<file path="src/rtl/dfd_harness_pkg.sv">
// Shared definitions for the dfd_N stream harness.
//   - Transaction FSM state encodings and the matching typed enum.
//   - Bit positions of the fixed status flags on the board LEDs.
package dfd_harness_pkg;

    localparam logic [1:0] ST_IDLE    = 2'd0;
    localparam logic [1:0] ST_REQ     = 2'd1;
    localparam logic [1:0] ST_CAPTURE = 2'd2;
    localparam logic [1:0] ST_GAP     = 2'd3;

    typedef enum logic [1:0] {
        StIdle    = ST_IDLE,
        StReq     = ST_REQ,
        StCapture = ST_CAPTURE,
        StGap     = ST_GAP
    } state_e;

    localparam int unsigned LED_RUN  = 7;
    localparam int unsigned LED_ERR  = 6;
    localparam int unsigned LED_DONE = 5;

endpackage

</file>
<file path="src/rtl/dfd_phase_timer.sv">
// Free-running phase timer for the dfd_N stream harness.
// The counter wraps every 2^TIMER_W cycles; the cycle it reads zero the run
// flag toggles on the following edge, so run phases and idle phases alternate.
// Ports:
//   CLOCK_50    in   system clock
//   reset       in   synchronous active-high reset (timer=0, run=0)
//   run         out  registered run-phase flag
//   phase_edge  out  high for the one cycle the timer reads zero (run toggles next edge)
module dfd_phase_timer #(
    parameter int unsigned TIMER_W = 25
) (
    input  logic CLOCK_50,
    input  logic reset,
    output logic run,
    output logic phase_edge
);

    localparam logic [TIMER_W-1:0] TIMER_ONE = TIMER_W'(1);

    logic [TIMER_W-1:0] timer_q;
    logic               run_q;

    always_ff @(posedge CLOCK_50) begin
        if (reset) begin
            timer_q <= '0;
            run_q   <= 1'b0;
        end else begin
            timer_q <= timer_q + TIMER_ONE;
            if (phase_edge) begin
                run_q <= ~run_q;
            end
        end
    end

    assign phase_edge = (timer_q == '0);
    assign run        = run_q;

endmodule

</file>
<file path="src/rtl/dfd_stream_harness.sv">
// On-board stimulus/capture harness for a generated dfd_N dataflow module with
// a req/ack list-output interface. During each run phase it issues repeated
// req/ack transactions, latches the N returned values when the last channel is
// valid, counts completions and flags timeouts.
// Optional feature macro: DFD_HARNESS_CHECKSUM_EN adds a running XOR checksum
// of all captured values, exported on `checksum` and shown on LED[4:0].
// Ports:
//   CLOCK_50    in   system clock
//   reset       in   synchronous active-high reset
//   dut_ready   out  run-phase indicator, drives DUT ready
//   dut_req     out  request to DUT
//   dut_done    in   DUT done, reflected on LED only
//   dut_ack     in   DUT acknowledge
//   dut_values  in   value i at bits [i*WIDTH +: WIDTH]
//   dut_valid   in   per-channel valid (only the last channel gates completion)
//   cap_values  out  last captured value set
//   xact_count  out  completed transaction count (wraps)
//   err         out  sticky timeout flag
//   LED         out  {run, err, done, count[4:0] or checksum[4:0]}
//   checksum    out  running XOR checksum (DFD_HARNESS_CHECKSUM_EN only)
module dfd_stream_harness
    import dfd_harness_pkg::*;
#(
    parameter int unsigned N_VALUES   = 3,
    parameter int unsigned WIDTH      = 8,
    parameter int unsigned TIMER_W    = 25,
    parameter int unsigned GAP_CYCLES = 10,
    parameter int unsigned TIMEOUT    = 1024,
    parameter int unsigned CNT_W      = 16
) (
    input  logic                      CLOCK_50,
    input  logic                      reset,
    output logic                      dut_ready,
    output logic                      dut_req,
    input  logic                      dut_done,
    input  logic                      dut_ack,
    input  logic [N_VALUES*WIDTH-1:0] dut_values,
    input  logic [N_VALUES-1:0]       dut_valid,
    output logic [N_VALUES*WIDTH-1:0] cap_values,
    output logic [CNT_W-1:0]          xact_count,
    output logic                      err,
    output logic [7:0]                LED
`ifdef DFD_HARNESS_CHECKSUM_EN
    ,
    output logic [WIDTH-1:0]          checksum
`endif
);

    localparam int unsigned WAIT_W = $clog2(TIMEOUT);
    localparam int unsigned GAP_W  = $clog2(GAP_CYCLES + 1);

    localparam logic [WAIT_W-1:0] WAIT_LAST = WAIT_W'(TIMEOUT - 1);
    localparam logic [WAIT_W-1:0] WAIT_ONE  = WAIT_W'(1);
    localparam logic [GAP_W-1:0]  GAP_LAST  = GAP_W'(GAP_CYCLES - 1);
    localparam logic [GAP_W-1:0]  GAP_ONE   = GAP_W'(1);
    localparam logic [CNT_W-1:0]  CNT_ONE   = CNT_W'(1);

    logic run;
    logic phase_edge;
    logic run_next;
    logic handshake;
    logic unused_valid;

    state_e                      state_q;
    logic                        req_q;
    logic [N_VALUES*WIDTH-1:0]   cap_q;
    logic [CNT_W-1:0]            cnt_q;
    logic                        err_q;
    logic [WAIT_W-1:0]           wait_q;
    logic [GAP_W-1:0]            gap_q;

    dfd_phase_timer #(
        .TIMER_W (TIMER_W)
    ) u_phase_timer (
        .CLOCK_50   (CLOCK_50),
        .reset      (reset),
        .run        (run),
        .phase_edge (phase_edge)
    );

    // Value dut_ready will hold after this edge; lets the FSM move in step
    // with the phase flip instead of one cycle behind it.
    assign run_next  = run ^ phase_edge;
    assign handshake = dut_ack & dut_valid[N_VALUES-1];

    // Only the last valid bit gates completion; the rest are deliberately ignored.
    assign unused_valid = ^dut_valid;

`ifdef DFD_HARNESS_CHECKSUM_EN
    logic [WIDTH-1:0] chk_q;
    logic [WIDTH-1:0] val_xor;

    always_comb begin
        val_xor = '0;
        for (int i = 0; i < int'(N_VALUES); i++) begin
            val_xor = val_xor ^ dut_values[i*WIDTH +: WIDTH];
        end
    end
`endif

    always_ff @(posedge CLOCK_50) begin
        if (reset) begin
            state_q <= StIdle;
            req_q   <= 1'b0;
            cap_q   <= '0;
            cnt_q   <= '0;
            err_q   <= 1'b0;
            wait_q  <= '0;
            gap_q   <= '0;
`ifdef DFD_HARNESS_CHECKSUM_EN
            chk_q   <= '0;
`endif
        end else begin
            unique case (state_q)
                StIdle: begin
                    req_q <= 1'b0;
                    if (run_next) begin
                        state_q <= StReq;
                        wait_q  <= '0;
                    end
                end
                StReq: begin
                    if (handshake) begin
                        // Values and count are registered on the handshake edge so they
                        // are already visible during the CAPTURE cycle.
                        state_q <= StCapture;
                        req_q   <= 1'b0;
                        cap_q   <= dut_values;
                        cnt_q   <= cnt_q + CNT_ONE;
`ifdef DFD_HARNESS_CHECKSUM_EN
                        chk_q   <= chk_q ^ val_xor;
`endif
                    end else if (!run_next) begin
                        state_q <= StIdle;
                        req_q   <= 1'b0;
                    end else if (req_q && (wait_q == WAIT_LAST)) begin
                        state_q <= StGap;
                        gap_q   <= '0;
                        req_q   <= 1'b0;
                        err_q   <= 1'b1;
                    end else begin
                        req_q <= 1'b1;
                        // Timeout budget counts cycles with req actually asserted.
                        if (req_q) begin
                            wait_q <= wait_q + WAIT_ONE;
                        end
                    end
                end
                StCapture: begin
                    req_q   <= 1'b0;
                    state_q <= StGap;
                    gap_q   <= '0;
                end
                StGap: begin
                    req_q <= 1'b0;
                    if (gap_q == GAP_LAST) begin
                        wait_q  <= '0;
                        state_q <= run_next ? StReq : StIdle;
                    end else begin
                        gap_q <= gap_q + GAP_ONE;
                    end
                end
            endcase
        end
    end

    assign dut_ready  = run;
    assign dut_req    = req_q;
    assign cap_values = cap_q;
    assign xact_count = cnt_q;
    assign err        = err_q;

`ifdef DFD_HARNESS_CHECKSUM_EN
    assign checksum = chk_q;
`endif

    always_comb begin
        LED           = '0;
        LED[LED_RUN]  = run;
        LED[LED_ERR]  = err_q;
        LED[LED_DONE] = dut_done;
`ifdef DFD_HARNESS_CHECKSUM_EN
        LED[4:0]      = 5'(chk_q);
`else
        LED[4:0]      = 5'(cnt_q);
`endif
    end

endmodule
</file>
<file path="config.mk">
export PLATFORM = sky130hd
export DESIGN_NAME = dfd_stream_harness
export DESIGN_NICKNAME = d
export VERILOG_FILES = /design/src/rtl/dfd_harness_pkg.sv /design/src/rtl/dfd_phase_timer.sv /design/src/rtl/dfd_stream_harness.sv
export SDC_FILE = /design/constraint.sdc
export NUM_CORES = 1
export LEC_CHECK = 0
export ABC_CLOCK_PERIOD_IN_PS = 2470
export CAP_MARGIN = 20
export CORE_AREA = 2 2 92 94
export CTS_CLUSTER_SIZE = 16
export DETAILED_ROUTE_END_ITERATION = 10
export DIE_AREA = 0 0 94 96
export PLACE_DENSITY = 0.78
export RECOVER_POWER = 50
export SLEW_MARGIN = 20
export SYNTH_ARGS = -nofsm -noshare
export SYNTH_HDL_FRONTEND = slang
export SYNTH_SLANG_ARGS = --single-unit
export TNS_END_PERCENT = 5
</file>
<file path="constraint.sdc">
create_clock -name CLOCK_50 -period 2.47 [get_ports CLOCK_50]
set_input_delay 0.3705 -clock CLOCK_50 [delete_from_list [all_inputs] [get_ports CLOCK_50]]
set_output_delay 0.3705 -clock CLOCK_50 [all_outputs]
set_load 0.03 [all_outputs]
</file>
# Word level (Yosys, flattened, before mapping)
# Cells that the tools add are included.
# word_totals
ff_bits	84
in_bits	31
word_cells	65
# classes
n_addsub	4
n_eq_ne	14
n_mux	23
n_bitwise	4
reduce_logical	11
# op_table
op	n
$mux W10	6
$pmux W10 S3	1
$add A25 B1 Y25 const B	1
$logic_not A25 Y1	1
$add A16 B1 Y16 const B	1
$mux W4	4
$ne A2 B2 Y1 const B	8
$pmux W4 S3	1
$add A10 B1 Y10 const B	1
$eq A10 B10 Y1 const B	1
$mux W2	5
$pmux W2 S4	1
$reduce_and A7 Y1	1
$reduce_bool A3 Y1	2
$reduce_and A5 Y1	1
$add A4 B1 Y4 const B	1
$eq A2 B2 Y1 const B	2
$eq A4 B4 Y1 const B	1
$mux W1	4
$ne A4 B4 Y1 const B	1
$reduce_and A4 Y1	1
$reduce_and A3 Y1	1
$reduce_or A3 Y1	1
$eq A2 B1 Y1 const B	1
7 further kinds	8

# Depth between registers and ports, before layout
# Gate-level depths: netlist (run 1).
# depth
word_depth	6
ltp_mapped	9
depth_no_buf	8

# Cells and area by module
# From an unflattened synthesis (run 1), not the netlist that was laid out.
# hier_totals
cells_unflattened	478
area_unflattened_um2	3976.3
# by_module_without_submodules
module	n_inst	cells_per_inst	area_each_um2	seq_area_each_um2
dfd_stream_harness	1	328	2700.1	1161.1
dfd_phase_timer	1	150	1276.2	520.5

# Worst setup path before layout (run 1)
# OpenSTA, ideal clock, no wires.
# synth_timing
path_kind	register to register
startpoint	register wait_q[0]
endpoint	register wait_q[5]
t_arrival_ps	2103
t_required_ps	2375
setup_slack_ps	272
path_stages_with_launch	7
n_path_buf	0
synth_period_minus_slack_ps	2198
cell_sequence	dfxtp_1 ha_1 nand4_1 o311ai_0 a2111oi_4 or4_1 o311ai_1
# synth_via
elab_chain_cells	6
elab_cells_between_ends	10
classes_between	add/sub (1); eq/ne (2); mux (5); reduce/logical (2)
# synth_rtl
element	line_no	rtl
start, declared	dfd_stream_harness.sv:69	logic [WAIT_W-1:0] wait_q;
start signal, assigned	dfd_stream_harness.sv:145	wait_q <= wait_q + WAIT_ONE;
$add A10 B1 Y10	dfd_stream_harness.sv:145	
$mux W10	dfd_stream_harness.sv:144	if (req_q) begin
$mux W10	dfd_stream_harness.sv:136	end else if (req_q && (wait_q == WAIT_LAST)) begin
$mux W10	dfd_stream_harness.sv:133	end else if (!run_next) begin
$mux W10	dfd_stream_harness.sv:123	if (handshake) begin
$pmux W10 S3	dfd_stream_harness.sv:114	unique case (state_q)
# Several ways; a longest one is shown, not always the timed one. The select of a mux whose other input is x is not followed.
# A chain may end at the register's enable or synchronous reset.

# Final worst setup path (run 1)
# layout_timing
startpoint	register u_phase_timer.timer_q[19]
endpoint	register wait_q[5]
# layout_via
elab_chain_cells	4
elab_cells_between_ends	5
classes_between	eq/ne (2); bitwise (1); reduce/logical (2)
# layout_rtl
element	line_no	rtl
start, declared	dfd_phase_timer.sv:20	logic [TIMER_W-1:0] timer_q;
start signal, assigned	dfd_phase_timer.sv:28	timer_q <= timer_q + TIMER_ONE;
$logic_not A25 Y1 *	dfd_phase_timer.sv:35	assign phase_edge = (timer_q == '0);
$xor A1 B1 Y1 *	dfd_stream_harness.sv:83	assign run_next = run ^ phase_edge;
$ne A2 B2 Y1 (no source line)	--	
$reduce_and A7 Y1 (no source line) *	--	
# Every way passes the cells marked *; elsewhere a longest branch is shown, timed or not.

==> impl_metrics.env, run 1 <==
export IMPL_hpwl_um=6420
export IMPL_wire_per_inst_um=13.7
export IMPL_synth_top_family_by_area="simple AND/OR/NAND/NOR gates"
export IMPL_arrival_ns=2.60
export IMPL_grtUsageMet3_pct=4.39
export IMPL_tightest_slew_ns=1.10
export IMPL_p_comb_share_pct=23.7
export IMPL_grtUsageMet2_pct=35.4
export IMPL_reg2reg_from="u_phase_timer.timer_q[19]"
export IMPL_post_cts_buffers=0
export IMPL_clkPwrFrac_pct=33.0
export IMPL_crit_fanout=6
export IMPL_boundaryPins=82
export IMPL_async_flop_share_pct=0
export IMPL_numPortBuffers=77
export IMPL_drive_above_1_share_pct=9.32
export IMPL_synth_distinct_cells=58
export IMPL_grt_pass1_vias=3365
export IMPL_synthesis_area_sq_mm=0.00400
export IMPL_drc=0
export IMPL_clockRootBuffer="clkbuf_8"
export IMPL_flow_area_growth_from_synthesis_pct=27.9
export IMPL_startpoint="u_phase_timer.timer_q[19]"
export IMPL_syn_inst=473
export IMPL_critical_path_startpoint_type="flop"
export IMPL_total_power_mw=3.33
export IMPL_setup_viol=0
export IMPL_vias=3541
export IMPL_muxShareOfSynthArea_pct=0.782
export IMPL_routed_wl_um=9070
export IMPL_finalNetCount=595
export IMPL_synth_compound_area_share_pct=13.5
export IMPL_place_gp_congestion=0.869
export IMPL_ys_seq_area_share_pct=42.0
export IMPL_hold_start="u_phase_timer.timer_q[0]"
export IMPL_grt_pass1_wl_um=15200
export IMPL_core_area_sq_mm=0.00805
export IMPL_synth_warnings=0
export IMPL_hold_path_class="reg2reg"
export IMPL_drt_iter0_drc=126
export IMPL_grt_usage_pct=20.6
export IMPL_r2r_cells=7
export IMPL_period_share_pct=94.7
export IMPL_cts_max_level=3
export IMPL_fp_dieW_um=94
export IMPL_relSlewSlack_pct=26.4
export IMPL_n_antenna_cell=0
export IMPL_status="finished clean"
export IMPL_synth_area_leaders="dfxtp_1 (42%), nand2_1 (7.0%), nor2_1 (5.6%), xor2_1 (5.5%), a21oi_1 (3.6%)"
export IMPL_p_switching_mw=1.02
export IMPL_die_height_um=96
export IMPL_rsz0062_at_grt="false"
export IMPL_firstDrtPassIters=4
export IMPL_power_frac_seq_pct=43.4
export IMPL_dp_slack_ns=-0.0676
export IMPL_dieArea_sq_mm=0.00902
export IMPL_skew_ns=0.0156
export IMPL_drv_slew=0
export IMPL_vias_per_cell=5.34
export IMPL_required_ns=2.73
export IMPL_grt_overflow=0
export IMPL_grt_busiest_layer="met2"
export IMPL_ys_ff_latch=84
export IMPL_cts_sinks=84
export IMPL_final_common_cell="dfxtp_1"
export IMPL_worst_hold_slack_ns=0.435
export IMPL_yosysTopAreaCell="dfxtp_1"
export IMPL_yosys_area_top_type_share_pct=42.0
export IMPL_initial_core_util_pct=49.7
export IMPL_clock_latency_ns=0.36
export IMPL_setup_ws_ns=0.130
export IMPL_synth_xor_area_share_pct=7.88
export IMPL_syn_avg_cell_area_sq_um=8.46
export IMPL_p_sw_share_pct=30.7
export IMPL_period_minus_slack_ns=2.34
export IMPL_clockBufferDepth=2
export IMPL_synth_nets=515
export IMPL_whs_path_depth=1
export IMPL_synthFlopType="dfxtp_1"
export IMPL_ant_nets=0
export IMPL_final_cell_mix="dfxtp_1 (83), nand2_1 (75), nor2_1 (60), clkdlybuf4s50_1 (59), a21oi_1 (28)"
export IMPL_cap_viol_max_count=0
export IMPL_worstSetupPathType="reg2reg"
export IMPL_power_density_mw_per_mm2=650
export IMPL_hold_viol=0
export IMPL_gr_usage_met1_pct=25.7
export IMPL_leakage_nw=1.80
export IMPL_clk_pin_slew_ns=0.08
export IMPL_synth_edf_count=0
export IMPL_max_clock_freq_mhz=427
export IMPL_cts_tree="built"
export IMPL_grt_max_degree=37
export IMPL_antenna_found_initial=0
export IMPL_numCtsBuffers=9
export IMPL_intPower_mw=2.31
export IMPL_cp_end_kind="flop"
export IMPL_synth_simple_gate_area_share_pct=27.2
export IMPL_synthAdderAreaFrac_pct=3.44
export IMPL_num_rows=33
export IMPL_ir_worst_vdd_mv=0.379
## synthesized netlist by cell type, drive strengths merged, types with 4 or more instances
cell / instances
dfxtp: 84
nand2: 75
nor2: 61
a21oi: 29
nand3: 28
xor2: 25
inv: 16
clkbuf: 13
buf: 12
ha: 11
nand4: 11
xnor2: 11
o21ai: 10
nor3: 7
or3: 7
and3: 6
nor4: 6
and2: 5
nor2b: 5
o311ai: 5
a21boi: 4
and4: 4
## cell type report
class | instances | area (sq um)
multi-input cells | 348 | 2140
clock inverters | 6 | 95.1
fillers | 671 | 2940
repair buffers | 94 | 880
inverters | 16 | 60.1
well taps | 105 | 131
clock buffers | 10 | 128
flip-flops and latches | 84 | 1680
## stage by stage
stage / instances / cell area [sq um] / setup TNS (ns) / util (%)
after CTS: 663 / 5110 / 0 / 63.4
after floorplan: 473 / 4000 / 0 / -
final: 663 / 5120 / 0 / 63.5
after global placement: 647 / 4880 / 0 / 60.6
after detailed placement: 647 / 4880 / -0.109 / 60.6
after global routing: 663 / 5120 / 0 / 63.5
## sequential cells by signal, indices dropped and copies added (netlist names), named ones only
name	count
u_phase_timer.timer_q	25
cap_values	24
xact_count	16
wait_q	10
gap_q	4
dut_req	1
err	1
state_q	1
u_phase_timer.run	1
## routing by layer
layer | routed length (um) | vias to the layer above
li1 | - | 1788
met2 | 4490 | 73
met3 | 393 | 13
met5 | 0 | -
met4 | 142 | 0
met1 | 4040 | 1667
## path summary, 6_finish.rpt
kind	end	slack [ns]
max reg2reg	wait_q[5]	0.13
min	u_phase_timer.timer_q[0]	0.44
max	wait_q[5]	0.13
min reg2reg	u_phase_timer.timer_q[0]	0.44
## power by group through the flow
| stage | clock network [mW] | logic (mW) | registers, mW |
|---|---|---|---|
| detailed placement | 0 | 0.786 | 1.47 |
| CTS | 1.11 | 0.790 | 1.44 |
| global placement | 0 | 0.776 | 1.47 |
| floorplan | 0 | 0.485 | 1.54 |
| global route | 1.16 | 0.858 | 1.45 |
| finish | 1.10 | 0.788 | 1.44 |
## logic make-up after synthesis
| group | after synthesis |
|---|---|
| compound gates | 71 |
| xor+xnor | 36 |
| fa+ha+maj | 11 |
| buf+inv | 41 |
| flops | 84 |
| mux | 3 |
| simple gates | 227 |
## what timing repair did
item | CTS | global route
pin swaps | 0 | 2
resized for setup | 1 | 6
endpoints found under the setup margin | 5 | 13
hold buffers | 0 | 0
## worst max-delay path: stages, from the launching register on
cell       delay [ns]
dfxtp_1          0.38
or4_4            0.52
or2_4            0.29
o21ai_4          0.26
a2111oi_4        0.12
buf_4            0.18
or4_1            0.40
o311ai_1         0.10
Note: power is estimated with default switching activity, not from simulation.
==> run 2: changes to the inputs <==
--- a/config.mk
+++ b/config.mk
@@ -5,13 +5,14 @@
 export SDC_FILE = /design/constraint.sdc
 export NUM_CORES = 1
 export LEC_CHECK = 0
+export ABC_AREA = 1
 export ABC_CLOCK_PERIOD_IN_PS = 2470
 export CAP_MARGIN = 20
-export CORE_AREA = 2 2 92 94
+export CORE_AREA = 2 2 93 95
 export CTS_CLUSTER_SIZE = 16
 export DETAILED_ROUTE_END_ITERATION = 10
-export DIE_AREA = 0 0 94 96
-export PLACE_DENSITY = 0.78
+export DIE_AREA = 0 0 95 97
+export PLACE_DENSITY = 0.79
 export RECOVER_POWER = 50
 export SLEW_MARGIN = 20
 export SYNTH_ARGS = -nofsm -noshare
==> run 2 against run 1 <==
  * Sequential cell count did not move
  * Wire length rose by 1.3%
  * Clock skew fell by 0.0022 ns
  * Fmax rose by 5.9%
  * Final cell count rose by 14%
  * First-iteration DRC count fell by 1.6%
  * Sequential share of layout area fell by 0.17 points
  * Critical path type unchanged
  * Largest cell class unchanged
  * Highest routed layer unchanged
==> impl_metrics.env, run 2 <==
export IMPL_cts_resized_gates=0
export IMPL_async_flop_share_pct=0
export IMPL_hpwl_um=6690
export IMPL_grt_max_degree=47
export IMPL_fin_util_pct=63.2
export IMPL_finish_instance_area_sq_mm=0.00514
export IMPL_placed_area_sq_mm=0.00498
export IMPL_instances_no_fill=754
export IMPL_antenna_found_initial=0
export IMPL_setup_ws_ns=0.261
export IMPL_final_cell_mix="nor2_1 (116), nand2_1 (89), dfxtp_1 (84), inv_1 (55), o21ai_0 (48)"
export IMPL_num_rows=33
export IMPL_grt_pass1_vias=3489
export IMPL_drc=0
export IMPL_period_minus_slack_ns=2.21
export IMPL_place_gp_congestion=0.870
export IMPL_dpl_cell_count=738
export IMPL_leakage_nw=2.12
export IMPL_synthesis_area_sq_mm=0.00419
export IMPL_dieArea_sq_mm=0.00922
export IMPL_critical_path_max_stage_delay_ns=0.40
export IMPL_grt_overflow=0
export IMPL_clk_pin_slew_ns=0.09
export IMPL_critical_path_startpoint_type="flop"
export IMPL_ff2ff_setup_slack_ns=0.26
export IMPL_clockRootBuffer="clkbuf_8"
export IMPL_synthFlopType="dfxtp_1"
export IMPL_rsz0062_at_grt="false"
export IMPL_crit_slowest_cell="ha_1"
export IMPL_hold_path_class="reg2reg"
export IMPL_synth_warnings=0
export IMPL_intPower_mw=2.37
export IMPL_die_height_um=97
export IMPL_synth_nets=619
export IMPL_boundaryPins=82
export IMPL_p_sw_share_pct=36.1
export IMPL_worstSetupPathType="reg2reg"
export IMPL_vias_per_cell=5.07
export IMPL_cap_viol_max_count=0
export IMPL_crit_fanout=11
export IMPL_power_density_mw_per_mm2=720
export IMPL_fp_dieW_um=95
export IMPL_skew_ns=0.0134
export IMPL_drv_slew=0
export IMPL_total_power_mw=3.70
export IMPL_synth_area_leaders="dfxtp_1 (40%), nor2_1 (10%), nand2_1 (7.9%), o21ai_0 (5.7%), inv_1 (4.9%)"
export IMPL_largest_reg_flops=25
export IMPL_firstDrtPassIters=4
export IMPL_yosys_top_cells_count="nor2_1 (113), nand2_1 (88), dfxtp_1 (84)"
export IMPL_status="finished clean"
export IMPL_post_cts_buffers=0
export IMPL_ys_ff_latch=84
export IMPL_finalSetupTns_ns=0
export IMPL_grt_pass1_wl_um=15400
export IMPL_initial_core_util_pct=51.5
export IMPL_synth_distinct_cells=40
export IMPL_cts_hold_buf=0
export IMPL_hold_viol=0
export IMPL_relSlewSlack_pct=7.82
export IMPL_drive_above_1_share_pct=8.63
export IMPL_period_share_pct=89.4
export IMPL_arrival_ns=2.51
export IMPL_yosysTopAreaCell="dfxtp_1"
export IMPL_dp_slack_ns=0.310
export IMPL_drt_iter0_drc=124
export IMPL_setup_viol=0
export IMPL_vias=3826
export IMPL_syn_avg_cell_area_sq_um=7.26
export IMPL_fillCellCount=708
export IMPL_cp_cell_sequence="inv_1 > ha_1 > inv_2 > nor2_4 > nand2_2 > nor2_2 > nand4_2 > nor2_2 > nand2_1 > inv_1 > o21ai_0 > a21oi_1"
export IMPL_final_common_cell="nor2_1"
export IMPL_clockBufferDepth=2
export IMPL_clkPwrFrac_pct=28.0
export IMPL_regMostFlops="u_phase_timer.timer_q"
export IMPL_tightest_slew_ns=1.38
export IMPL_grt_usage_pct=20.5
export IMPL_numPortBuffers=77
export IMPL_yosys_area_top_type_share_pct=40.2
export IMPL_ant_nets=0
export IMPL_cts_max_level=3
export IMPL_finalNetCount=686
export IMPL_p_switching_mw=1.33
export IMPL_worst_hold_slack_ns=0.461
export IMPL_cts_tree="built"
export IMPL_cp_end_kind="flop"
export IMPL_max_clock_freq_mhz=453
export IMPL_wire_per_inst_um=12.2
export IMPL_core_area_sq_mm=0.00813
export IMPL_routed_wl_um=9180
export IMPL_p_comb_share_pct=29.8
export IMPL_yosysMostFrequentCell="nor2_1"
export IMPL_required_ns=2.77
export IMPL_n_antenna_cell=0
export IMPL_numCtsBuffers=9
export IMPL_cts_sinks=84
export IMPL_syn_inst=577
export IMPL_ys_seq_area_share_pct=40.2
export IMPL_flow_area_growth_from_synthesis_pct=22.7
export IMPL_synth_edf_count=0
export IMPL_power_frac_seq_pct=42.2
export IMPL_clock_latency_ns=0.37
export IMPL_ir_worst_vdd_mv=0.405
==> run 2: cells by family (layout without fill, tap and decap cells) <==
group / after synthesis / in the layout / synth area share (%)
compound gates: 95 / 95 / 12.3
flops: 84 / 84 / 40.2
buf+inv: 83 / 155 / 8.79
fa+ha+maj: 11 / 11 / 3.29
simple gates: 296 / 296 / 33.8
xor+xnor: 8 / 8 / 1.67
==> run 2: worst max-delay path, delay by kind of cell, from the launching register on <==
family / cells / cell delay, ns
compound gates: 2 / 0.19
fa+ha+maj: 1 / 0.40
buf+inv: 3 / 0.38
flops: 1 / 0.34
simple gates: 6 / 0.83
==> run 2: power groups by stage <==
stage / Sequential [mW] / Combinational (mW) / Clock (mW)
after floorplan: 1.70 / 0.754 / 0
after global placement: 1.59 / 1.11 / 0
after detailed placement: 1.60 / 1.13 / 0
after CTS: 1.56 / 1.14 / 1.06
after global routing: 1.58 / 1.23 / 1.11
final: 1.56 / 1.10 / 1.04
==> run 2: worst paths after layout <==
kind / from / end / cells past startpoint
max: flop / xact_count[15] / 12
min: xact_count[15] / xact_count[15] / 1
max reg2reg: flop / xact_count[15] / 12
min reg2reg: xact_count[15] / xact_count[15] / 1
==> run 2: layout make-up <==
cell class / count / area [sq um] / share of cell area [%]
clock buffers: 10 / 138 / 2.68
well taps: 105 / 131 / 2.56
repair buffers: 81 / 810 / 15.8
inverters: 58 / 218 / 4.24
multi-input cells: 410 / 2090 / 40.7
clock inverters: 6 / 70.1 / 1.36
flip-flops and latches: 84 / 1680 / 32.7
==> run 2: metal layers <==
metal / track usage, % / share of wire (%)
met1: 24.3 / 45
met2: 33.5 / 46
met3: 6.31 / 6.8
met4: 9.70 / 2.4
met5: 0 / 0
==> run 3: changes to the inputs <==
--- a/config.mk
+++ b/config.mk
@@ -8,12 +8,13 @@
 export ABC_AREA = 1
 export ABC_CLOCK_PERIOD_IN_PS = 2470
 export CAP_MARGIN = 20
-export CORE_AREA = 2 2 93 95
+export CORE_AREA = 2 2 95 97
 export CTS_CLUSTER_SIZE = 16
 export DETAILED_ROUTE_END_ITERATION = 10
-export DIE_AREA = 0 0 95 97
-export PLACE_DENSITY = 0.79
+export DIE_AREA = 0 0 97 99
+export PLACE_DENSITY = 0.76
 export RECOVER_POWER = 50
+export REMOVE_ABC_BUFFERS = 1
 export SLEW_MARGIN = 20
 export SYNTH_ARGS = -nofsm -noshare
 export SYNTH_HDL_FRONTEND = slang
==> run 3 against run 2 <==
  * Final cell count rose by 0.66%
  * Clock-buffer cell count unchanged
  * Non-clock buffer count rose by 2
  * Setup slack improved by 0.099 ns
  * Wire length grew 4.9%
  * Hold slack worse by 0.0044 ns
  * Sequential power about the same
  * Combinational power barely moved
  * Critical path depth shrank 7
  * Utilization is 3.0 points lower
  * Critical endpoint is now xact_count[10]
  * Sequential share of layout area fell by 0.056 points
  * Largest power group unchanged
  * Die area up 4.2%
==> impl_metrics.env, run 3 (same netlist as run 2, synthesis figures left out) <==
export IMPL_critical_path_max_stage_delay_ns=0.76
export IMPL_rsz0062_at_grt="false"
export IMPL_clock_latency_ns=0.36
export IMPL_numCtsBuffers=9
export IMPL_worstSetupEndpoint="xact_count[10]"
export IMPL_fillCellCount=761
export IMPL_worst_hold_slack_ns=0.456
export IMPL_place_gp_congestion=0.839
export IMPL_grt_overflow=0
export IMPL_cp_end_kind="flop"
export IMPL_numPortBuffers=77
export IMPL_initial_core_util_pct=49.0
export IMPL_finish_instance_area_sq_mm=0.00515
export IMPL_grt_max_degree=59
export IMPL_largest_reg_flops=25
export IMPL_firstDrtPassIters=5
export IMPL_ff_latch_area_sq_mm=0.00168
export IMPL_drv_slew=0
export IMPL_power_frac_seq_pct=43.2
export IMPL_ant_nets=0
export IMPL_n_antenna_cell=0
export IMPL_fp_dieW_um=97
export IMPL_hpwl_um=6960
export IMPL_status="finished clean"
export IMPL_multiInputGateArea_sq_mm=0.00212
export IMPL_fin_util_pct=60.2
export IMPL_instances_no_fill=759
export IMPL_cts_max_level=3
export IMPL_clk_pin_slew_ns=0.10
export IMPL_reg2reg_from="u_phase_timer.timer_q[0]"
export IMPL_clockRootBuffer="clkbuf_8"
export IMPL_setup_viol=0
export IMPL_antenna_found_initial=0
export IMPL_hold_viol=0
export IMPL_arrival_ns=2.38
export IMPL_intPower_mw=2.26
export IMPL_cts_resized_gates=0
export IMPL_post_cts_buffers=0
export IMPL_crit_slowest_cell="clkbuf_1"
export IMPL_grt_pass1_wl_um=16500
export IMPL_final_common_cell="nor2_1"
export IMPL_max_clock_freq_mhz=474
export IMPL_hold_path_class="reg2reg"
export IMPL_placed_area_sq_mm=0.00500
export IMPL_finalNetCount=688
export IMPL_critical_path_startpoint_type="primary input"
export IMPL_routed_wl_um=9630
export IMPL_skew_ns=0.0121
export IMPL_ir_worst_vdd_mv=0.480
export IMPL_crit_fanout=16
export IMPL_core_area_sq_mm=0.00855
export IMPL_num_rows=34
export IMPL_die_height_um=99
export IMPL_period_minus_slack_ns=2.11
export IMPL_crit_top_cell="clkbuf_1"
export IMPL_power_density_mw_per_mm2=703
export IMPL_cts_sinks=84
export IMPL_regToRegEndpoint="gap_q[1]"
export IMPL_setup_ws_ns=0.360
export IMPL_ff2ff_setup_slack_ns=0.48
export IMPL_boundaryPins=82
export IMPL_drc=0
export IMPL_grt_usage_pct=20.8
export IMPL_cts_hold_buf=0
export IMPL_worstSetupPathType="in2reg"
export IMPL_whs_path_depth=1
export IMPL_p_switching_mw=1.36
export IMPL_total_power_mw=3.62
export IMPL_cp_cell_sequence="dlygate4sd3_1 > clkbuf_1 > clkbuf_1 > nor2_1 > o21a_1"
export IMPL_finalSetupTns_ns=0
export IMPL_dp_slack_ns=0.352
export IMPL_vias_per_cell=5.14
export IMPL_flow_area_growth_from_synthesis_pct=23.0
export IMPL_dieArea_sq_mm=0.00960
export IMPL_startpoint="reset"
export IMPL_regMostFlops="u_phase_timer.timer_q"
export IMPL_vias=3904
export IMPL_period_share_pct=85.4
export IMPL_grt_pass1_vias=3842
export IMPL_tightest_slew_ns=0.928
export IMPL_wire_per_inst_um=12.7
export IMPL_leakage_nw=2.05
export IMPL_final_cell_mix="nor2_1 (115), nand2_1 (88), dfxtp_1 (84), inv_1 (55), clkdlybuf4s50_1 (55)"
export IMPL_p_sw_share_pct=37.5
export IMPL_required_ns=2.74
export IMPL_relSlewSlack_pct=38.1
export IMPL_r2r_cells=13
export IMPL_clkPwrFrac_pct=25.5
export IMPL_drive_above_1_share_pct=9.52
export IMPL_cts_tree="built"
export IMPL_dpl_cell_count=743
export IMPL_clockBufferDepth=2
export IMPL_drt_iter0_drc=135
export IMPL_p_comb_share_pct=31.3
export IMPL_cap_viol_max_count=0
## run 3: cell types whose count changed in the layout (fill, tap and decap cells not counted), sizes merged
| cell | delta |
|---|---|
| clkinv | +1 |
| clkdlybuf4s50 | +19 |
| inv | +1 |
| bufinv | -1 |
| dlygate4sd3 | -19 |
| clkbuf | +2 |
| clkinvlp | -1 |
## run 3: worst min path at each step
stage / slack, ns / from / end
6_report: 0.46 / xact_count[15] / xact_count[15]
5_1_grt: 0.51 / xact_count[15] / xact_count[15]
4_1_cts: 0.46 / xact_count[15] / xact_count[15]
3_5_place_dp: 0.44 / xact_count[15] / xact_count[15]
3_3_place_gp: 0.44 / xact_count[15] / xact_count[15]
2_1_floorplan: 0.43 / reset / wait_q[5]
## run 3: cell type report
class / count / share of cell area [%]
timing repair buffer: 83 / 15.7
multi-input combinational: 410 / 41.2
clock inverter: 6 / 1.07
tap: 108 / 2.63
inverter: 58 / 4.23
sequential: 84 / 32.7
clock buffer: 10 / 2.48
## run 3: critical path, delay by kind of cell
family                 cells  cell delay (ns)
AOI/OAI and AO/OA          1             0.14
and+or+nand+nor            1             0.11
buffers and inverters      3             1.75
## run 3: layer usage
metal  GRT usage [%]  routed length, um  part of all wire, %  vias to the layer above
met2            36.5               4490                   47                      121
li1                -                  -                    -                     1998
met5               0                  0                    0                        -
met4            6.18                102                  1.1                        0
met3            7.80                837                  8.7                        8
met1            23.5               4200                   44                     1777
## run 3: power by group through the flow
stage	Clock, mW	Combinational [mW]	Sequential [mW]
global placement	0	1.12	1.59
CTS	0.952	1.16	1.57
finish	0.923	1.13	1.57
detailed placement	0	1.15	1.60
floorplan	0	0.643	1.72
global route	1.00	1.28	1.58
